File: config.mk
export PLATFORM = sky130hd
export DESIGN_NAME = program_loader
export DESIGN_NICKNAME = d
export VERILOG_FILES = /design/src/rtl/program_loader_pkg.sv /design/src/rtl/loader_buf.sv /design/src/rtl/program_loader.sv
export SDC_FILE = /design/constraint.sdc
export NUM_CORES = 2
export LEC_CHECK = 0
export CORE_ASPECT_RATIO = 0.75
export CORE_MARGIN = 5
export CORE_UTILIZATION = 40
export DETAILED_ROUTE_END_ITERATION = 10
export GPL_ROUTABILITY_DRIVEN = 1
export PLACE_DENSITY = 0.57
export SYNTH_ARGS = -nofsm -noshare
export SYNTH_HDL_FRONTEND = slang
export SYNTH_SLANG_ARGS = --single-unit
File: constraint.sdc
create_clock -name clk -period 12.37 [get_ports clk]
set_clock_uncertainty 0.1 [all_clocks]
set_input_delay 1.237 -clock clk [delete_from_list [all_inputs] [get_ports clk]]
set_output_delay 1.237 -clock clk [all_outputs]
set_load 0.05 [all_outputs]
File: src/rtl/program_loader_pkg.sv
// program_loader_pkg: shared state encoding and sizing helpers for the boot loader.
package program_loader_pkg;
  typedef enum logic [3:0] {IDLE, RX_LEN, RX_DATA, RX_CSUM, CLR, BURST, BOOT, RUN, ERR} state_e;
  localparam bit HI_FIRST = 1'b1;
  function automatic int addr_w(input int depth);
    return $clog2(depth) + 1;
  endfunction
endpackage

File: src/rtl/loader_buf.sv
// loader_buf: simple dual-port sync RAM, one write port, one read port with 1-cycle latency.
module loader_buf #(
  parameter int DEPTH = 256,
  parameter int AW = $clog2(DEPTH)
) (
  input  logic          clk,
  input  logic          we,
  input  logic [AW-1:0] waddr,
  input  logic [15:0]   wdata,
  input  logic [AW-1:0] raddr,
  output logic [15:0]   rdata
);
  logic [15:0] mem [DEPTH];
  always_ff @(posedge clk) begin
    if (we) mem[waddr] <= wdata;
    rdata <= mem[raddr];
  end
endmodule

File: src/rtl/program_loader.sv
// program_loader: receives a checksummed program image, then burst-loads the core and releases it.
module program_loader
  import program_loader_pkg::*;
#(
  parameter int DEPTH = 256,
  parameter int RST_CYCLES = 2
) (
  input  logic        clk,
  input  logic        reset,
  input  logic        start,
  input  logic [7:0]  in_byte,
  input  logic        in_valid,
  output logic        in_ready,
  output logic [15:0] programIN,
  output logic        LMin,
  output logic        core_reset,
  output logic        busy,
  output logic        done,
  output logic        error
);
  localparam int AW = addr_w(DEPTH);
  localparam int RW = $clog2(RST_CYCLES + 1);
  state_e state_q, state_d;
  logic hi_q, hi_d;
  logic [7:0] hold_q, hold_d;
  logic [AW-1:0] len_q, len_d, cnt_q, cnt_d, ptr_q, ptr_d;
  logic [15:0] csum_q, csum_d;
  logic [RW-1:0] rc_q, rc_d;
  logic in_ready_q, in_ready_d, lmin_q, lmin_d, core_reset_q, core_reset_d;
  logic busy_q, busy_d, done_q, done_d, error_q, error_d;
  logic [15:0] prog_q, prog_d;
  logic acc, word_vld, we;
  logic [15:0] word, rd_data;

  loader_buf #(.DEPTH(DEPTH)) u_buf (
    .clk(clk),
    .we(we),
    .waddr(cnt_q[AW-2:0]),
    .wdata(word),
    .raddr(ptr_q[AW-2:0]),
    .rdata(rd_data)
  );

  always_comb begin
    acc = in_valid & in_ready_q;
    word = HI_FIRST ? {hold_q, in_byte} : {in_byte, hold_q};
    word_vld = acc & hi_q;
    hold_d = (acc & !hi_q) ? in_byte : hold_q;
    hi_d = acc ? !hi_q : hi_q;
    state_d = state_q;
    len_d = len_q;
    cnt_d = cnt_q;
    csum_d = csum_q;
    rc_d = rc_q;
    we = 1'b0;
    case (state_q)
      IDLE, RUN, ERR: if (start) state_d = RX_LEN;
      RX_LEN: if (word_vld) begin
        len_d = word[AW-1:0];
        csum_d = word;
        cnt_d = '0;
        state_d = (word == '0 || {1'b0, word} > 17'(DEPTH)) ? ERR : RX_DATA;
      end
      RX_DATA: if (word_vld) begin
        we = 1'b1;
        cnt_d = cnt_q + 1'b1;
        csum_d = csum_q ^ word;
        if (cnt_d == len_q) state_d = RX_CSUM;
      end
      RX_CSUM: if (word_vld) state_d = (word == csum_q) ? CLR : ERR;
      CLR: state_d = BURST;
      BURST: begin
        rc_d = RW'(RST_CYCLES - 1);
        if (ptr_q == len_q + 1'b1) state_d = BOOT;
      end
      BOOT: begin
        rc_d = rc_q - 1'b1;
        if (rc_q == '0) state_d = RUN;
      end
      default: state_d = IDLE;
    endcase
    // read pointer runs one word ahead so buffer[0] is already out when the burst starts
    ptr_d = (state_d == CLR || state_d == BURST) ? ptr_q + 1'b1 : '0;
    in_ready_d = state_d inside {RX_LEN, RX_DATA, RX_CSUM};
    lmin_d = state_d == BURST;
    core_reset_d = !(state_d == BURST || state_d == RUN);
    busy_d = !(state_d inside {IDLE, RUN, ERR});
    done_d = state_d == RUN;
    error_d = state_d == ERR;
    prog_d = lmin_d ? rd_data : '0;
  end

  always_ff @(posedge clk) begin
    if (reset) begin
      state_q <= IDLE;
      hi_q <= 1'b0;
      hold_q <= '0;
      len_q <= '0;
      cnt_q <= '0;
      ptr_q <= '0;
      csum_q <= '0;
      rc_q <= '0;
      in_ready_q <= 1'b0;
      lmin_q <= 1'b0;
      core_reset_q <= 1'b1;
      busy_q <= 1'b0;
      done_q <= 1'b0;
      error_q <= 1'b0;
      prog_q <= '0;
    end else begin
      state_q <= state_d;
      hi_q <= hi_d;
      hold_q <= hold_d;
      len_q <= len_d;
      cnt_q <= cnt_d;
      ptr_q <= ptr_d;
      csum_q <= csum_d;
      rc_q <= rc_d;
      in_ready_q <= in_ready_d;
      lmin_q <= lmin_d;
      core_reset_q <= core_reset_d;
      busy_q <= busy_d;
      done_q <= done_d;
      error_q <= error_d;
      prog_q <= prog_d;
    end
  end

  assign in_ready = in_ready_q;
  assign programIN = prog_q;
  assign LMin = lmin_q;
  assign core_reset = core_reset_q;
  assign busy = busy_q;
  assign done = done_q;
  assign error = error_q;
endmodule

* After elaboration in Yosys (flattened, before gate mapping)
Memory sizes are Yosys's and may differ from the RTL's. A register that Yosys moved wholly into a read port is not among the register bits. Cells that the tools add are included.
Word-level totals: bits in registers 80, RAM bits 4096, input port bits 12, output and inout port bits 22, logic and storage cells 87, memories kept 1
Memory list:
- u_buf.mem | depth 256, bits a word 16, rd ports 1, clocked after Yosys merged registers in 1, wr ports 1, RTL line loader_buf.sv:13 | logic [15:0] mem [DEPTH];
Cells by class: add/sub/neg operators 4, $lt $le $gt $ge 1, eq/ne operators 20, mux-type cells 21, bitwise operators 6, reduce and logical (&&, ||, !) cells 19
Operators with widths (number):
- 4-bit two-way mux | 9
- 16-bit two-way mux | 2
- 16-bit one-hot mux with 2 select lines | 1
- 4-bit by 3-bit == test with 1-bit output (second input constant) | 7
- 4-bit one-hot mux with 7 select lines | 1
- 9-bit by 1-bit adder with 9-bit output (second input constant) | 3
- 9-bit == test | 2
- 9-bit two-way mux | 2
- 9-bit one-hot mux with 2 select lines | 1
- 16-bit == test | 1
- 4-bit by 2-bit == test with 1-bit output (second input constant) | 4
- 16-bit by 9-bit > comparator with 1-bit output (second input constant) | 1
- 16-bit logical NOT | 1
- 16-bit XOR | 1
- 4-bit by 1-bit == test with 1-bit output (second input constant) | 2
- 4-bit == test (second input constant) | 2
- 4-bit logical NOT | 2
- 3-bit nonzero test | 2
- 1-bit two-way mux | 4
- 2-bit inequality test (second input constant) | 2
- 2-bit one-hot mux with 2 select lines | 1
- 2-bit nonzero test | 2
- 2-bit OR reduction | 2
- 1-bit AND | 3
- other kinds (8) | 13

* Logic depth before layout (Yosys ltp)
depth in word-level cells 9, gate-level depth with buffers 13, gate-level depth less buffers 9

* Modules after synthesis
From an unflattened synthesis, not the netlist that was laid out.
Second synthesis, totals: cell total of the unflattened synthesis 7891, area, all modules 163056.4 sq um
Modules (own cells, without submodules):
- loader_buf | instances 1, cells each 7360, area an instance 158714.7 sq um, seq. area each 123318.3 sq um
- program_loader | instances 1, cells each 531, area an instance 4341.7 sq um, seq. area each 1601.5 sq um

* Worst setup path before layout
Ideal clock, no wire load.
path type register -> register, start register hold_q[5], end register ptr_q[8], library setup time 70 ps, arrival time 5079 ps, data required time 12200 ps, setup slack 7121 ps, cell stages (with the launch flop) 9, path buffers 1, clock period less this slack 5249 ps, cell sequence dfxtp_1 > xor2_1 > nor4_1 > nand4_1 > o21bai_1 > nand2b_1 > or2_2 > clkbuf_1 > a21oi_1
On the way: longest elaborated chain between the ends 9, elaborated cells on any way between the ends 14, those cells by class 1 x order compare; 3 x eq/ne; 5 x mux; 1 x bitwise; 4 x reduce/logical
Ends and longest elaborated chain:
- start, declared | RTL line program_loader.sv:25 | logic [7:0] hold_q, hold_d;
- start signal, assigned | RTL line program_loader.sv:113 | hold_q <= hold_d;
- 16-bit by 9-bit > comparator with 1-bit output / 16-bit logical NOT (equally long branches) | RTL line program_loader.sv:62 | state_d = (word == '0 || {1'b0, word} > 17'(DEPTH)) ? ERR : RX_DATA;
- 1-bit logical OR | RTL line program_loader.sv:62
- 4-bit two-way mux | RTL line program_loader.sv:62
- 4-bit two-way mux | RTL line program_loader.sv:58 | RX_LEN: if (word_vld) begin
- 4-bit one-hot mux with 7 select lines (*) | RTL line program_loader.sv:56 | case (state_q)
- 4-bit by 3-bit == test with 1-bit output | RTL line program_loader.sv:83 | ptr_d = (state_d == CLR || state_d == BURST) ? ptr_q + 1'b1 : '0;
- 1-bit logical OR (*) | RTL line program_loader.sv:83
- 1-bit NOT (no line) (*)
- 2-bit OR reduction (no line) (*)
- end signal, assigned | RTL line program_loader.sv:116 | ptr_q <= ptr_d;
- end, declared | RTL line program_loader.sv:26 | logic [AW-1:0] len_q, len_d, cnt_q, cnt_d, ptr_q, ptr_d;
Mark *: on every way between the ends. The rest lies on a longest branch, timed or not. A chain may end at the register's enable or synchronous reset.

==> impl_metrics.json <==
{
  "cts_hold_repair.buffers": 0,
  "drt_iter0_markers": 13500,
  "crit_path_max_fanout": 95,
  "synth_cell_types": 76,
  "p_int_mw": 22.4,
  "cts-htree-levels": 5,
  "synth_area_leaders": "edfxtp_1 (76%), mux4_2 (13%), mux2i_1 (2.1%)",
  "dr_total_vias": 83500,
  "final_common_cell": "edfxtp_1",
  "setup_tns_ns": 0,
  "failed_checks": "capacitance limit",
  "rsz0062_at_grt": "false",
  "critPathKind": "flop to flop",
  "routedWlPerCell_microns": 36.7,
  "numCtsBuffers": 393,
  "critical_path_arrival_ns": 6.91,
  "root_buffer": "clkbuf_16",
  "cts_tree": "yes",
  "worstHoldPathType": "flop to flop",
  "end_kind": "flop",
  "cts.path.max_buffers": 4,
  "mostFrequentLayoutCells": "edfxtp_1 (4,096), mux4_2 (951), clkbuf_16 (398), mux2i_1 (337), buf_4 (326)",
  "ys_ff_latch": 4192,
  "die_w_microns": 743,
  "grt_max_degree": 197,
  "post-cts-setup-buffer-count": 0,
  "clk_latency_ns": 0.96,
  "path_clk_slew_ns": 0.07,
  "antenna_found_initial": 49,
  "synthArstFlopShare": 0,
  "required_ns": 13.13,
  "power.switching_mw": 5.64,
  "synth_flop_cell": "edfxtp_1",
  "tightest_slew_ns": 1.48,
  "relSlewSlack": 0.0116,
  "power_frac_clock": 0.435,
  "power_switching_share": 0.201,
  "hpwlAfterDp_microns": 300000,
  "seqPwrFrac": 0.555,
  "worst_ir_drop_vdd_v": 0.000131,
  "route.detailed.drc": 0,
  "final_area_sq_um": 182000,
  "grt_pass1_vias": 80000,
  "place_area_sq_um": 170000,
  "finalNetCount": 7876,
  "cap_violations": 1,
  "synth.cell_area_sq_um": 161000,
  "yosysTopAreaCell": "edfxtp_1",
  "cp-start-kind": "flop",
  "combPwrFrac": 0.010,
  "final_max_slew_viol_count": 0,
  "synthCells": 7530,
  "fmax_ghz": 0.163,
  "clock-sinks": 4192,
  "port_buffers": 33,
  "synth_nets": 7549,
  "outcome": "complete, but fails checks",
  "io_pins": 34,
  "p_per_area_nw_per_um2": 154,
  "dp_worst_setup_slack_ns": 6.41,
  "setup_ws_ns": 6.22,
  "grt_util_all_layers": 0.235,
  "ys_seq_area_frac": 0.776,
  "grt_pass1_wl_microns": 679000,
  "drtPass1Iterations": 6,
  "die_h_microns": 560,
  "synth_warnings": 0,
  "setup_viol": 0,
  "drt_wl_total_microns": 498000,
  "initial_utilization": 0.402,
  "hold_viol": 0,
  "ant_nets": 0,
  "dp.cells": 12800,
  "post-route-period-util": 0.497,
  "core_area_sq_um": 400000,
  "synth_top_area_frac": 0.764,
  "drive_gt1_frac": 0.256,
  "die_area_sq_um": 416000,
  "p_leak_nw": 57.1,
  "synth.avg_cell_area_sq_um": 21.4,
  "finalCriticalPeriod_ns": 6.15,
  "viasPerCell": 6.15,
  "synth_edf_count": 4096,
  "area_growth_pct": 13.3,
  "rows": 201,
  "ctsResizeCount": 0,
  "overflow": 0,
  "place.gp.congestion": 0.878,
  "layout.cells.non_filler": 13600
}
==> critical path: stages (launching register included) <==
cell and delay [ns]:
dfxtp_4 0.83, buf_4 0.75, buf_12 0.47, buf_4 0.55, mux4_2 0.42, a22o_1 0.25, a221oi_1 1.10, o22ai_1 0.26
nor4_1 0.62, a21oi_1 0.21, o211a_1 0.16
==> path summary, 6_finish.rpt <==
check                               from              to  slack [ns]  cells past startpoint
worst max-delay path            ptr_q[1]  u_buf.rdata[5]        6.22                     10
worst min-delay path                hi_q            hi_q        0.39                      2
worst max register to register  ptr_q[1]  u_buf.rdata[5]        6.22                     10
worst min register to register      hi_q            hi_q        0.39                      2
==> flip-flops by register name (all words and copies together), names as in the netlist <==
name / flops
programIN: 16
hi_q: 1
hold_q: 8
LMin: 1
ptr_q: 9
core_reset: 1
csum_q: 16
in_ready: 1
len_q: 9
rc_q: 2
done: 1
busy: 1
u_buf.rdata: 16
state_q: 4
u_buf.mem: 4096
cnt_q: 9
error: 1
==> cell families (layout without fill, tap and decap cells) <==
| group | after synthesis | in the layout | share of synthesized area |
|---|---|---|---|
| adder cells (fa/ha/maj) | 7 | 7 | 0.000544 |
| XOR/XNOR | 45 | 45 | 0.00245 |
| flip-flops | 4192 | 4192 | 0.776 |
| multiplexers | 1305 | 1305 | 0.155 |
| buffers and inverters | 462 | 1107 | 0.0130 |
| AND/OR/NAND/NOR | 767 | 767 | 0.0212 |
| other | 0 | 27 | 0 |
| AO/OA/AOI/OAI | 752 | 752 | 0.0322 |
==> area by class of cell <==
type	instances	area [sq um]
Antenna cell	27	67.6
Multi-Input combinational cell	2876	34600
Inverter	14	60.1
Clock buffer	483	10400
Clock inverter	230	2340
Timing Repair Buffer	380	3230
Tap cell	5379	6730
Fill cell	33400	218000
Sequential cell	4192	125000
==> per-stage QoR <==
stage,hold WS (ns),util,power (mW)
finish,0.393,0.456,28.1
global placement,0.376,0.424,16.1
detailed placement,0.377,0.424,16.2
floorplan,0.306,-,15.9
global route,0.418,0.456,28.8
CTS,0.386,0.455,28.2
==> Yosys cell counts (25+ instances only) <==
| library cell | number |
|---|---|
| mux4_2 | 951 |
| a22oi_1 | 147 |
| a211oi_1 | 33 |
| nor3_1 | 32 |
| a22o_1 | 29 |
| a21oi_1 | 161 |
| a221oi_1 | 63 |
| nand3_1 | 51 |
| buf_4 | 52 |
| o211ai_1 | 34 |
| buf_2 | 98 |
| mux2i_1 | 337 |
| nand2_1 | 166 |
| dfxtp_1 | 96 |
| o22ai_1 | 52 |
| xor2_1 | 25 |
| buf_1 | 44 |
| edfxtp_1 | 4096 |
| clkbuf_1 | 249 |
| o21ai_0 | 97 |
| nor2_1 | 373 |
| o221ai_1 | 45 |
==> power groups by stage <==
stage	logic [mW]	registers (mW)	clock network (mW)
floorplan	0.0156	15.9	0
global placement	0.266	15.9	0
detailed placement	0.281	15.9	0
CTS	0.280	15.6	12.4
global route	0.291	15.6	13.0
finish	0.281	15.6	12.2
==> routing by layer <==
layer	up-vias	global-route usage	part of all wire
met5	-	0	0.00023
met4	18	0.0666	0.031
met3	761	0.0695	0.12
met2	5250	0.333	0.43
met1	45100	0.351	0.41
li1	32400	-	-
Power figures use the tool's default switching activity.
